===== src/rtl/line_burst_adapter.sv =====
// Splits 128-bit line read/write requests into BEAT_WIDTH beats on a valid/ready memory
// command bus, reassembles in-order read beats and pulses physical_resp once per line.
module line_burst_adapter #(
  parameter int unsigned LINE_WIDTH = 128,
  parameter int unsigned BEAT_WIDTH = 64
) (
  input  logic                  clk,
  input  logic                  rst_n,
  input  logic                  physical_read,
  input  logic                  physical_write,
  input  logic [15:0]           physical_address,
  input  logic [LINE_WIDTH-1:0] physical_wdata,
  output logic                  physical_resp,
  output logic [LINE_WIDTH-1:0] physical_rdata,
  output logic                  mem_cmd_valid,
  input  logic                  mem_cmd_ready,
  output logic                  mem_cmd_write,
  output logic [15:0]           mem_addr,
  output logic [BEAT_WIDTH-1:0] mem_wdata,
  input  logic                  mem_rvalid,
  input  logic [BEAT_WIDTH-1:0] mem_rdata,
  output logic                  busy
);

  localparam int unsigned Beats     = LINE_WIDTH / BEAT_WIDTH;
  localparam int unsigned CntW      = $clog2(Beats + 1);
  localparam int unsigned LineBytes = LINE_WIDTH / 8;
  localparam int unsigned BeatBytes = BEAT_WIDTH / 8;

  localparam logic [15:0]     LineMask = ~16'(LineBytes - 1);
  localparam logic [CntW-1:0] LastCnt  = CntW'(Beats - 1);
  localparam logic [CntW-1:0] FullCnt  = CntW'(Beats);

  typedef enum logic [2:0] {
    StIdle,
    StIssue,
    StDrain,
    StResp,
    StHold
  } state_e;

  state_e                state_q, state_d;
  logic [15:0]           addr_q, addr_d;
  logic [LINE_WIDTH-1:0] wdata_q, wdata_d;
  logic                  op_write_q, op_write_d;
  logic [CntW-1:0]       cmd_cnt_q, cmd_cnt_d;
  logic [CntW-1:0]       data_cnt_q, data_cnt_d;
  logic [LINE_WIDTH-1:0] rdata_q, rdata_d;

  logic                  cmd_fire;
  logic                  beat_capture;
  logic [15:0]           beat_offset;
  logic [BEAT_WIDTH-1:0] beat_wdata;

  assign cmd_fire     = (state_q == StIssue) && mem_cmd_ready;
  // Read beats only count while a read line is in flight and the line is not yet full.
  assign beat_capture = ((state_q == StIssue) || (state_q == StDrain)) && !op_write_q &&
                        mem_rvalid && (data_cnt_q < FullCnt);
  assign beat_offset  = 16'(cmd_cnt_q) * 16'(BeatBytes);

  always_comb begin
    beat_wdata = '0;
    for (int unsigned b = 0; b < Beats; b++) begin
      if (cmd_cnt_q == CntW'(b)) begin
        beat_wdata = wdata_q[b*BEAT_WIDTH +: BEAT_WIDTH];
      end
    end
  end

  // Command outputs are driven only in StIssue so the bus idles at zero.
  always_comb begin
    mem_cmd_valid = 1'b0;
    mem_cmd_write = 1'b0;
    mem_addr      = '0;
    mem_wdata     = '0;
    if (state_q == StIssue) begin
      mem_cmd_valid = 1'b1;
      mem_cmd_write = op_write_q;
      mem_addr      = addr_q + beat_offset;
      mem_wdata     = beat_wdata;
    end
  end

  assign physical_resp  = (state_q == StResp);
  assign physical_rdata = rdata_q;
  assign busy           = (state_q != StIdle);

  always_comb begin
    state_d    = state_q;
    addr_d     = addr_q;
    wdata_d    = wdata_q;
    op_write_d = op_write_q;
    cmd_cnt_d  = cmd_cnt_q;
    data_cnt_d = data_cnt_q;
    rdata_d    = rdata_q;

    if (cmd_fire) begin
      cmd_cnt_d = cmd_cnt_q + CntW'(1);
    end

    if (beat_capture) begin
      data_cnt_d = data_cnt_q + CntW'(1);
      for (int unsigned b = 0; b < Beats; b++) begin
        if (data_cnt_q == CntW'(b)) begin
          rdata_d[b*BEAT_WIDTH +: BEAT_WIDTH] = mem_rdata;
        end
      end
    end

    unique case (state_q)
      StIdle: begin
        if (physical_write) begin
          addr_d     = physical_address & LineMask;
          wdata_d    = physical_wdata;
          op_write_d = 1'b1;
          state_d    = StIssue;
        end else if (physical_read) begin
          addr_d     = physical_address & LineMask;
          op_write_d = 1'b0;
          state_d    = StIssue;
        end
      end
      StIssue: begin
        if (cmd_fire && (cmd_cnt_q == LastCnt)) begin
          // A read whose data already arrived alongside its commands skips StDrain.
          if (op_write_q || (data_cnt_d == FullCnt)) begin
            state_d = StResp;
          end else begin
            state_d = StDrain;
          end
        end
      end
      StDrain: begin
        if (data_cnt_d == FullCnt) begin
          state_d = StResp;
        end
      end
      StResp: begin
        cmd_cnt_d  = '0;
        data_cnt_d = '0;
        state_d    = StHold;
      end
      StHold: begin
        state_d = StIdle;
      end
      default: begin
        state_d = StIdle;
      end
    endcase
  end

  always_ff @(posedge clk or negedge rst_n) begin
    if (!rst_n) begin
      state_q    <= StIdle;
      addr_q     <= '0;
      wdata_q    <= '0;
      op_write_q <= 1'b0;
      cmd_cnt_q  <= '0;
      data_cnt_q <= '0;
      rdata_q    <= '0;
    end else begin
      state_q    <= state_d;
      addr_q     <= addr_d;
      wdata_q    <= wdata_d;
      op_write_q <= op_write_d;
      cmd_cnt_q  <= cmd_cnt_d;
      data_cnt_q <= data_cnt_d;
      rdata_q    <= rdata_d;
    end
  end

endmodule


===== config.mk =====
export PLATFORM = sky130hd
export DESIGN_NAME = line_burst_adapter
export DESIGN_NICKNAME = d
export VERILOG_FILES = /design/src/rtl/line_burst_adapter.sv
export SDC_FILE = /design/constraint.sdc
export NUM_CORES = 1
export LEC_CHECK = 0
export CAP_MARGIN = 20
export CELL_PAD_IN_SITES_DETAIL_PLACEMENT = 0
export CELL_PAD_IN_SITES_GLOBAL_PLACEMENT = 2
export CORE_MARGIN = 4
export CORE_UTILIZATION = 30
export CTS_BUF_LIST = sky130_fd_sc_hd__clkbuf_4 sky130_fd_sc_hd__clkbuf_8
export DETAILED_ROUTE_END_ITERATION = 16
export PLACE_DENSITY_LB_ADDON = 0.25
export SLEW_MARGIN = 25
export SYNTH_ARGS = -nofsm -noshare
export SYNTH_HDL_FRONTEND = slang
export SYNTH_SLANG_ARGS = --single-unit

===== constraint.sdc =====
create_clock -name clk -period 4.65 [get_ports clk]
set_input_delay 0.93 -clock clk [delete_from_list [all_inputs] [get_ports clk]]
set_output_delay 0.93 -clock clk [all_outputs]
set_load 0.1 [all_outputs]

==> results of run 1 <==
-- worst max-delay path: cells and delay by family (launching register included) --
kind	cells	cell delay, ns
simple gates	2	0.49
flops	1	0.52
buf+inv	1	1.29
-- state kept, by name, summed over array words and instances (netlist names) --
register / count
state_q: 3
physical_rdata: 128
addr_q: 12
op_write_q: 1
wdata_q: 128
data_cnt_q: 2
cmd_cnt_q: 2
-- stage by stage --
step,setup WS (ns),cells,utilization [%],area [µm²]
after floorplan,1.04,821,-,12000
after global placement,1.41,1718,42.2,16400
after detailed placement,1.38,1718,42.1,16400
after CTS,0.704,1809,45.0,17500
after global routing,0.577,1811,45.0,17600
final,0.825,1811,45.0,17600
-- area by class of cell --
cell class	instances	area share, %
antenna	2	0.0285
clock buffer	86	6.03
clock inverter	5	0.321
inverter	6	0.128
multi-input combinational	483	26.7
sequential	276	39.3
tap	518	3.69
timing repair buffer	435	23.8
-- how the worst min path moves through the flow --
| stage | end | slack, ns | cells past startpoint |
|---|---|---|---|
| after global placement | wdata_q[80]$_DFFE_PN0P_ | 0.47 | 1 |
| after floorplan | wdata_q[72]$_DFFE_PN0P_ | 0.46 | 1 |
| after detailed placement | wdata_q[78]$_DFFE_PN0P_ | 0.48 | 1 |
| final | wdata_q[76]$_DFFE_PN0P_ | 0.43 | 1 |
| after CTS | wdata_q[95]$_DFFE_PN0P_ | 0.40 | 1 |
| after global routing | physical_rdata[53]$_DFFE_PN0P_ | 0.44 | 1 |
-- logic make-up after synthesis --
group	share of synthesized area, %
AO/OA/AOI/OAI	4.43
AND/OR/NAND/NOR	4.64
flip-flops	57.7
multiplexers	28.3
adder cells (fa/ha/maj)	0.627
other	0.0313
buffers and inverters	3.35
XOR/XNOR	0.941
-- metal layers --
layer | up-vias | part of all wire [%] | global-route usage (%)
met3 | 53 | 11 | 9.05
li1 | 3771 | - | -
met1 | 4108 | 42 | 21.0
met2 | 314 | 44 | 25.0
met4 | 8 | 1.8 | 4.30
met5 | - | 0.12 | 0
-- synthesized netlist by cell type, types with 4 or more instances --
library cell	count	area, µm²
sky130_fd_sc_hd__nand3_1	4	20.0
sky130_fd_sc_hd__inv_1	6	22.5
sky130_fd_sc_hd__a21oi_1	4	20.0
sky130_fd_sc_hd__a22oi_1	63	473
sky130_fd_sc_hd__buf_6	12	135
sky130_fd_sc_hd__mux2_1	10	113
sky130_fd_sc_hd__mux2_4	97	1460
sky130_fd_sc_hd__nor2b_1	4	25.0
sky130_fd_sc_hd__and2_1	4	25.0
sky130_fd_sc_hd__buf_4	20	150
sky130_fd_sc_hd__ha_1	6	75.1
sky130_fd_sc_hd__xor2_1	7	61.3
sky130_fd_sc_hd__mux2_2	161	1810
sky130_fd_sc_hd__nor2_1	84	315
sky130_fd_sc_hd__dfrtp_1	276	6910
sky130_fd_sc_hd__nand2_1	9	33.8
sky130_fd_sc_hd__xnor2_1	4	35.0
sky130_fd_sc_hd__clkbuf_1	19	71.3
==> results.py, run 1 <==
metrics = {
    "cells_and_area": {
        "drive_above_1_share_pct": 35.4,
        "syn2layout_area_growth_pct": 46.7,
        "multiInputGateArea_mm2": 0.00469,
        "layout.filler_cells": 3686,
        "most_frequent_cells_in_the_layout": "sky130_fd_sc_hd__clkdlybuf4s50_1, sky130_fd_sc_hd__dfrtp_1, sky130_fd_sc_hd__mux2_2, sky130_fd_sc_hd__mux2_4, sky130_fd_sc_hd__buf_4",
        "regArea_mm2": 0.00691,
        "mostFrequentLayoutCell": "sky130_fd_sc_hd__clkdlybuf4s50_1",
        "num-nets-final": 1473,
    },
    "synthesis": {
        "seq_area_frac_synth_pct": 57.7,
        "syn_avg_cell_area_um2": 14.6,
        "ys.flop_type": "sky130_fd_sc_hd__dfrtp_1",
        "synth.ff_latch_count": 276,
        "syn-instance-count": 819,
        "syn_area_mm2": 0.0120,
        "async_reset_ff_share_pct": 100,
        "synth_cell_type_count": 37,
        "synth_enable_flop_cells": 0,
        "count_of_yosys_warnings_during_synthesis": 0,
    },
    "place": {
        "dp_hpwl_um": 25600,
        "routabilityCongestion": 0.764,
        "numPortBuffers": 418,
    },
    "setup_path": {
        "worst_path_max_delay_cell": "sky130_fd_sc_hd__clkdlybuf4s50_1",
        "reg2regPathDepth": 4,
        "timing.critical_path.arrival_ns": 2.89,
        "worst-path-max-fanout": 8,
        "endpoint_kind": "output port",
        "crit_required_ns": 3.72,
        "critPathLaunchType": "flop",
        "timing.critical_path.cells": "nand2_1, nor2_1, clkdlybuf4s50_1",
        "crit-reg2reg-launch": "state_q[2]$_DFFE_PN0P_",
        "critical_path_class": "flop to output port",
        "worst_path_largest_cell_delay_ns": 1.29,
        "regToRegSetupSlack_ns": 2.01,
        "critical_path.reg2reg.endpoint": "wdata_q[83]$_DFFE_PN0P_",
        "timing.critical_path.from": "state_q[1]$_DFFE_PN0P_",
        "critical_path.endpoint": "physical_resp",
    },
    "sta": {
        "max-slew-margin-rel_pct": 25.9,
        "timing.hold.ws_ns": 0.428,
        "timing_hold_violations_final": 0,
        "post-route-period-util_pct": 82.3,
        "fin_skew_ns": 0.0182,
        "finalSetupViolCount": 0,
        "max_freq_mhz": 261,
        "min_period_ns": 3.82,
        "setup_tns_ns": 0,
        "finalMaxSlewViolations": 0,
        "worst_slew_pin_slew_ns": 1.11,
        "unrepaired_setup_endpoints_after_global_routing": "no",
    },
    "global_route": {
        "grt_first_pass_wirelength_um": 56500,
        "grt_overflow_total": 0,
        "first_global_vias": 9078,
        "grt_max_degree": 107,
        "grt_usage_pct": 16.6,
        "initial_antenna_violation_count": 7,
    },
    "run_status": {
        "run_status": "finished clean",
    },
    "drt": {
        "first_pass_iters": 4,
        "route.vias.total": 8254,
        "wirelength_um": 36600,
        "detail-route-antenna-nets": 0,
        "via_per_inst": 4.56,
        "wl_per_cell_um": 20.2,
        "dr.first_iter.drc_count": 279,
        "detail_route.drc_violations": 0,
    },
    "floorplanning": {
        "die_height_um": 208,
        "die_width_um": 208,
        "design.die.area_mm2": 0.0431,
        "initial_core_util_pct": 30.7,
        "row_count": 72,
        "boundaryPins": 426,
        "placeableCoreArea_mm2": 0.0390,
    },
    "clock_network": {
        "post_cts_hold_buffer_count": 0,
        "clock_tree_from_tritoncts": "yes",
        "cts.reportedPaths.clkPinSlew_ns": 0.05,
        "cts-resized-gates": 0,
        "cts.root.buffer_cell": "sky130_fd_sc_hd__clkbuf_8",
        "cts_made_buffers": 51,
        "sink_count": 276,
        "cts_setup_buffers": 0,
        "cts_htree_levels": 2,
        "max-clock-path-buffers": 3,
        "clock_insertion_delay_worst_skew_ns": 0.60,
    },
    "worst_hold_path": {
        "holdCritPathClass": "input port to asynchronous set/reset pin",
    },
    "run": {
        "max_cap_viol_count": 0,
    },
}
Power of run 1 is left out: the tool's default activity adds up to more than one toggle a clock period on the data nets, which glitch-free logic cannot reach.
==> inputs of run 2 (changes only) <==
- clock period: 4.65 -> 3.7 ns (I/O delays scaled with it)
==> results.py, run 2 (synthesis results as in run 1) <==
metrics = {
    "run_status": {
        "run_status": "finished clean",
    },
    "place": {
        "dp_hpwl_um": 25800,
        "numPlacedInstances": 1721,
        "numPortBuffers": 418,
        "routabilityCongestion": 0.734,
    },
    "sta": {
        "timing.hold.ws_ns": 0.159,
        "worst_slew_pin_slew_ns": 1.10,
        "post-route-period-util_pct": 89.6,
        "max_freq_mhz": 302,
        "max-slew-margin-rel_pct": 26.6,
        "timing_hold_violations_final": 0,
        "unrepaired_setup_endpoints_after_global_routing": "no",
        "setup_tns_ns": 0,
        "finalMaxSlewViolations": 0,
        "finalSetupViolCount": 0,
        "fin_skew_ns": 0.0312,
        "min_period_ns": 3.32,
    },
    "cells_and_area": {
        "syn2layout_area_growth_pct": 53.2,
        "most_frequent_cells_in_the_layout": "sky130_fd_sc_hd__clkdlybuf4s50_1, sky130_fd_sc_hd__dfrtp_1, sky130_fd_sc_hd__mux2_2, sky130_fd_sc_hd__mux2_4, sky130_fd_sc_hd__nor2_1",
        "mostFrequentLayoutCell": "sky130_fd_sc_hd__clkdlybuf4s50_1",
        "drive_above_1_share_pct": 35.2,
        "layout.filler_cells": 3524,
        "num-nets-final": 1476,
        "regArea_mm2": 0.00691,
        "fin_cells": 1807,
        "multiInputGateArea_mm2": 0.00468,
    },
    "drt": {
        "wirelength_um": 37100,
        "wl_per_cell_um": 20.5,
        "route.vias.total": 8241,
        "first_pass_iters": 4,
        "detail_route.drc_violations": 0,
        "dr.first_iter.drc_count": 415,
        "detail-route-antenna-nets": 0,
        "via_per_inst": 4.56,
    },
    "global_route": {
        "grt_overflow_total": 0,
        "grt_max_degree": 96,
        "first_global_vias": 9244,
        "initial_antenna_violation_count": 5,
        "grt_usage_pct": 16.9,
        "grt_first_pass_wirelength_um": 57300,
    },
    "floorplanning": {
        "row_count": 72,
        "die_height_um": 208,
        "die_width_um": 208,
        "boundaryPins": 426,
        "initial_core_util_pct": 30.7,
        "placeableCoreArea_mm2": 0.0390,
        "design.die.area_mm2": 0.0431,
    },
    "clock_network": {
        "cts.root.buffer_cell": "sky130_fd_sc_hd__clkbuf_8",
        "cts-resized-gates": 0,
        "clock_insertion_delay_worst_skew_ns": 0.63,
        "cts_setup_buffers": 0,
        "sink_count": 276,
        "clock_tree_from_tritoncts": "yes",
        "max-clock-path-buffers": 3,
        "cts_made_buffers": 51,
        "cts.reportedPaths.clkPinSlew_ns": 0.06,
        "cts_htree_levels": 2,
        "post_cts_hold_buffer_count": 0,
    },
    "setup_path": {
        "worst-path-max-fanout": 52,
        "crit_required_ns": 2.96,
        "timing.critical_path.cells": "nor2_1, nand2_2, buf_12, nor2_1, buf_12",
        "critPathLaunchType": "flop",
        "endpoint_kind": "output port",
        "worst_path_max_delay_cell": "sky130_fd_sc_hd__dfrtp_1",
        "regToRegSetupSlack_ns": 1.45,
        "timing.critical_path.arrival_ns": 2.58,
        "worst_path_largest_cell_delay_ns": 0.49,
        "critical_path_class": "flop to output port",
    },
    "worst_hold_path": {
        "holdCritPathClass": "input port to asynchronous set/reset pin",
    },
    "run": {
        "max_cap_viol_count": 0,
    },
}
run 2: changes by cell type in the layout (fill, tap and decap cells not counted), sizes merged:
cell           previous run  this run
clkdlybuf4s50           336       335
clkinv                    2         7
clkinvlp                  1         0
inv                       7         9
buf                      99       103
clkbuf                   86        73
run 2: metrics by stage:
stage | setup WS [ns] | util, % | instance area, µm²
finish | 0.383 | 47.0 | 18300
global route | 0.183 | 47.0 | 18300
CTS | 0.249 | 47.0 | 18300
detailed placement | 0.820 | 44.3 | 17300
global placement | 0.840 | 44.3 | 17300
floorplan | 0.275 | - | 12000
run 2: per-layer routing:
metal | global-route usage [%] | up-vias | part of all wire, %
li1 | - | 3765 | -
met1 | 21.0 | 4093 | 41
met2 | 25.7 | 321 | 45
met3 | 8.60 | 56 | 12
met4 | 5.23 | 6 | 2.0
met5 | 0 | - | 0.092
run 2: path summary, 6_finish.rpt:
check,start,to,cells past startpoint
worst max-delay path,state_q[2]$_DFFE_PN0P_,mem_wdata[3],5
worst min-delay path,rst_n,wdata_q[16]$_DFFE_PN0P_,1
worst max register to register,state_q[0]$_DFFE_PN0P_,physical_rdata[92]$_DFFE_PN0P_,5
worst min register to register,wdata_q[74]$_DFFE_PN0P_,wdata_q[74]$_DFFE_PN0P_,1
max in group asynchronous,rst_n,wdata_q[114]$_DFFE_PN0P_,2
min in group clk,wdata_q[74]$_DFFE_PN0P_,wdata_q[74]$_DFFE_PN0P_,1
run 2: cell type report:
class / instances / area share [%]
clock inverter: 11 / 0.512
timing repair buffer: 438 / 27.5
inverter: 6 / 0.123
clock buffer: 73 / 5.11
sequential: 276 / 37.7
tap: 518 / 3.54
multi-input combinational: 483 / 25.6
antenna: 2 / 0.0273
run 2: worst max-delay path: cells and delay by family, from the launching register on:
kind	cells	cell delay, ns
buf+inv	2	0.56
flops	1	0.49
simple gates	3	0.85
Power of run 2 is left out for the same reason.
==> inputs of run 3 (changes only) <==
- ABC_AREA: default -> 1
==> results.py, run 3 <==
metrics = {
    "cells_and_area": {
        "multiInputGateArea_mm2": 0.00464,
        "drive_above_1_share_pct": 22.0,
        "layout.filler_cells": 3622,
        "fin_util_pct": 46.9,
        "num-nets-final": 1586,
        "syn2layout_area_growth_pct": 52.9,
        "mostFrequentLayoutCell": "sky130_fd_sc_hd__clkdlybuf4s50_1",
        "regArea_mm2": 0.00691,
        "most_frequent_cells_in_the_layout": "sky130_fd_sc_hd__clkdlybuf4s50_1, sky130_fd_sc_hd__dfrtp_1, sky130_fd_sc_hd__nand2_1, sky130_fd_sc_hd__mux2_1, sky130_fd_sc_hd__mux2_4",
    },
    "setup_path": {
        "critical_path_class": "flop to output port",
        "critPathLaunchType": "flop",
        "worst_path_max_delay_cell": "sky130_fd_sc_hd__buf_4",
        "regToRegSetupSlack_ns": 1.50,
        "worst_path_largest_cell_delay_ns": 0.65,
        "timing.critical_path.cells": "inv_1, ha_2, buf_4, nand2_1, a21oi_1, buf_12",
        "timing.critical_path.arrival_ns": 2.68,
        "reg2regPathDepth": 7,
        "critical_path.reg2reg.endpoint": "physical_rdata[21]$_DFFE_PN0P_",
        "timing.critical_path.from": "cmd_cnt_q[1]$_DFFE_PN0P_",
        "crit-reg2reg-launch": "state_q[2]$_DFFE_PN0P_",
        "critical_path.endpoint": "mem_wdata[36]",
        "crit_required_ns": 2.96,
        "endpoint_kind": "output port",
        "worst-path-max-fanout": 65,
    },
    "global_route": {
        "grt_max_degree": 81,
        "initial_antenna_violation_count": 5,
        "grt_first_pass_wirelength_um": 55100,
        "first_global_vias": 8988,
        "grt_usage_pct": 16.1,
        "grt_overflow_total": 0,
    },
    "run_status": {
        "run_status": "finished clean",
    },
    "floorplanning": {
        "row_count": 72,
        "die_width_um": 208,
        "boundaryPins": 426,
        "initial_core_util_pct": 30.7,
        "die_height_um": 208,
        "placeableCoreArea_mm2": 0.0391,
        "design.die.area_mm2": 0.0432,
    },
    "sta": {
        "setup_tns_ns": 0,
        "worst_slew_pin_slew_ns": 1.04,
        "finalMaxSlewViolations": 0,
        "finalSetupViolCount": 0,
        "timing.final.ws_setup_ns": 0.276,
        "timing_hold_violations_final": 0,
        "post-route-period-util_pct": 92.5,
        "max-slew-margin-rel_pct": 30.5,
        "unrepaired_setup_endpoints_after_global_routing": "no",
        "min_period_ns": 3.42,
        "timing.hold.ws_ns": 0.133,
        "max_freq_mhz": 292,
        "fin_skew_ns": 0.0258,
    },
    "worst_hold_path": {
        "holdCritPathClass": "input port to asynchronous set/reset pin",
    },
    "drt": {
        "wirelength_um": 35600,
        "wl_per_cell_um": 18.5,
        "detail_route.drc_violations": 0,
        "via_per_inst": 4.44,
        "detail-route-antenna-nets": 0,
        "first_pass_iters": 4,
        "route.vias.total": 8523,
        "dr.first_iter.drc_count": 308,
    },
    "synthesis": {
        "synth_area_leaders": "sky130_fd_sc_hd__dfrtp_1, sky130_fd_sc_hd__mux2_1, sky130_fd_sc_hd__mux2_4",
        "synth_enable_flop_cells": 0,
        "syn_area_mm2": 0.0120,
        "synth.ff_latch_count": 276,
        "area_share_of_the_leading_cell_type_in_the_synthesized_netlist_pct": 57.6,
        "most_common_library_cells_after_synthesis": "sky130_fd_sc_hd__dfrtp_1, sky130_fd_sc_hd__nand2_1, sky130_fd_sc_hd__mux2_1",
        "count_of_yosys_warnings_during_synthesis": 0,
        "syn-instance-count": 925,
        "synth_cell_type_count": 27,
        "syn_avg_cell_area_um2": 13.0,
        "seq_area_frac_synth_pct": 57.6,
        "synth_area_leader_cell": "sky130_fd_sc_hd__dfrtp_1",
        "async_reset_ff_share_pct": 100,
        "ys.flop_type": "sky130_fd_sc_hd__dfrtp_1",
        "synth_most_common_cell": "sky130_fd_sc_hd__dfrtp_1",
    },
    "clock_network": {
        "clock_insertion_delay_worst_skew_ns": 0.60,
        "cts.reportedPaths.clkPinSlew_ns": 0.06,
        "cts.root.buffer_cell": "sky130_fd_sc_hd__clkbuf_8",
        "clock_tree_from_tritoncts": "yes",
        "cts_made_buffers": 49,
        "sink_count": 276,
        "cts_setup_buffers": 0,
        "max-clock-path-buffers": 3,
        "cts_htree_levels": 2,
    },
    "place": {
        "dp_hpwl_um": 25500,
        "placement.setup.worst_slack_ns": 0.801,
        "routabilityCongestion": 0.755,
        "numPortBuffers": 418,
    },
    "run": {
        "max_cap_viol_count": 0,
    },
}
run 3: how the worst min path moves through the flow:
| stage | start | end | slack (ns) | depth (start not counted) |
|---|---|---|---|---|
| 3_5_place_dp | physical_rdata[10]$_DFFE_PN0P_ | physical_rdata[10]$_DFFE_PN0P_ | 0.47 | 1 |
| 2_1_floorplan | rst_n | addr_q[10]$_DFFE_PN0P_ | 0.44 | 0 |
| 4_1_cts | rst_n | physical_rdata[61]$_DFFE_PN0P_ | 0.09 | 1 |
| 3_3_place_gp | addr_q[4]$_DFFE_PN0P_ | addr_q[4]$_DFFE_PN0P_ | 0.47 | 2 |
| 5_1_grt | rst_n | physical_rdata[30]$_DFFE_PN0P_ | 0.14 | 1 |
| 6_report | rst_n | physical_rdata[26]$_DFFE_PN0P_ | 0.13 | 1 |
run 3: kinds of logic (layout without fill, tap and decap cells):
| logic type | Yosys count | after routing | synth area share [%] |
|---|---|---|---|
| flip-flops | 276 | 276 | 57.6 |
| other | 1 | 4 | 0.0313 |
| buffers and inverters | 82 | 556 | 4.20 |
| AND/OR/NAND/NOR | 215 | 215 | 7.52 |
| AO/OA/AOI/OAI | 89 | 89 | 3.78 |
| multiplexers | 256 | 256 | 26.3 |
| adder cells (fa/ha/maj) | 6 | 6 | 0.626 |
run 3: final cells by class:
class	instances	share of cell area, %
Clock buffer	79	5.25
Multi-Input combinational cell	569	25.3
Sequential cell	276	37.7
Tap cell	518	3.53
Antenna cell	1	0.0136
Timing Repair Buffer	440	27.4
Clock inverter	7	0.205
Inverter	30	0.614
run 3: critical path: cells and delay by family, from the launching register on:
kind | cells | cell delay [ns]
AO/OA/AOI/OAI | 1 | 0.36
adder cells (fa/ha/maj) | 1 | 0.22
buffers and inverters | 3 | 0.99
flip-flops | 1 | 0.39
AND/OR/NAND/NOR | 1 | 0.10
run 3: layer usage:
metal  vias up  track usage [%]  part of all wire (%)  wire (µm)
li1       4013                -                     -          -
met1      4145             20.2                    42      14900
met2       301             25.1                    46      16200
met3        54             7.64                    10       3730
met4        10             4.55                   1.9        659
met5         -                0                  0.21         73
run 3: through the flow:
stage | instance area, µm² | cells
after floorplan | 12000 | 927
after global placement | 17300 | 1833
after detailed placement | 17300 | 1833
after CTS | 18300 | 1919
after global routing | 18300 | 1919
final | 18300 | 1920
run 3: what timing repair did:
action	CTS	global route
resized for setup	0	1
hold buffers	0	0
setup endpoints to repair	0	1
Power of run 3 is left out for the same reason.
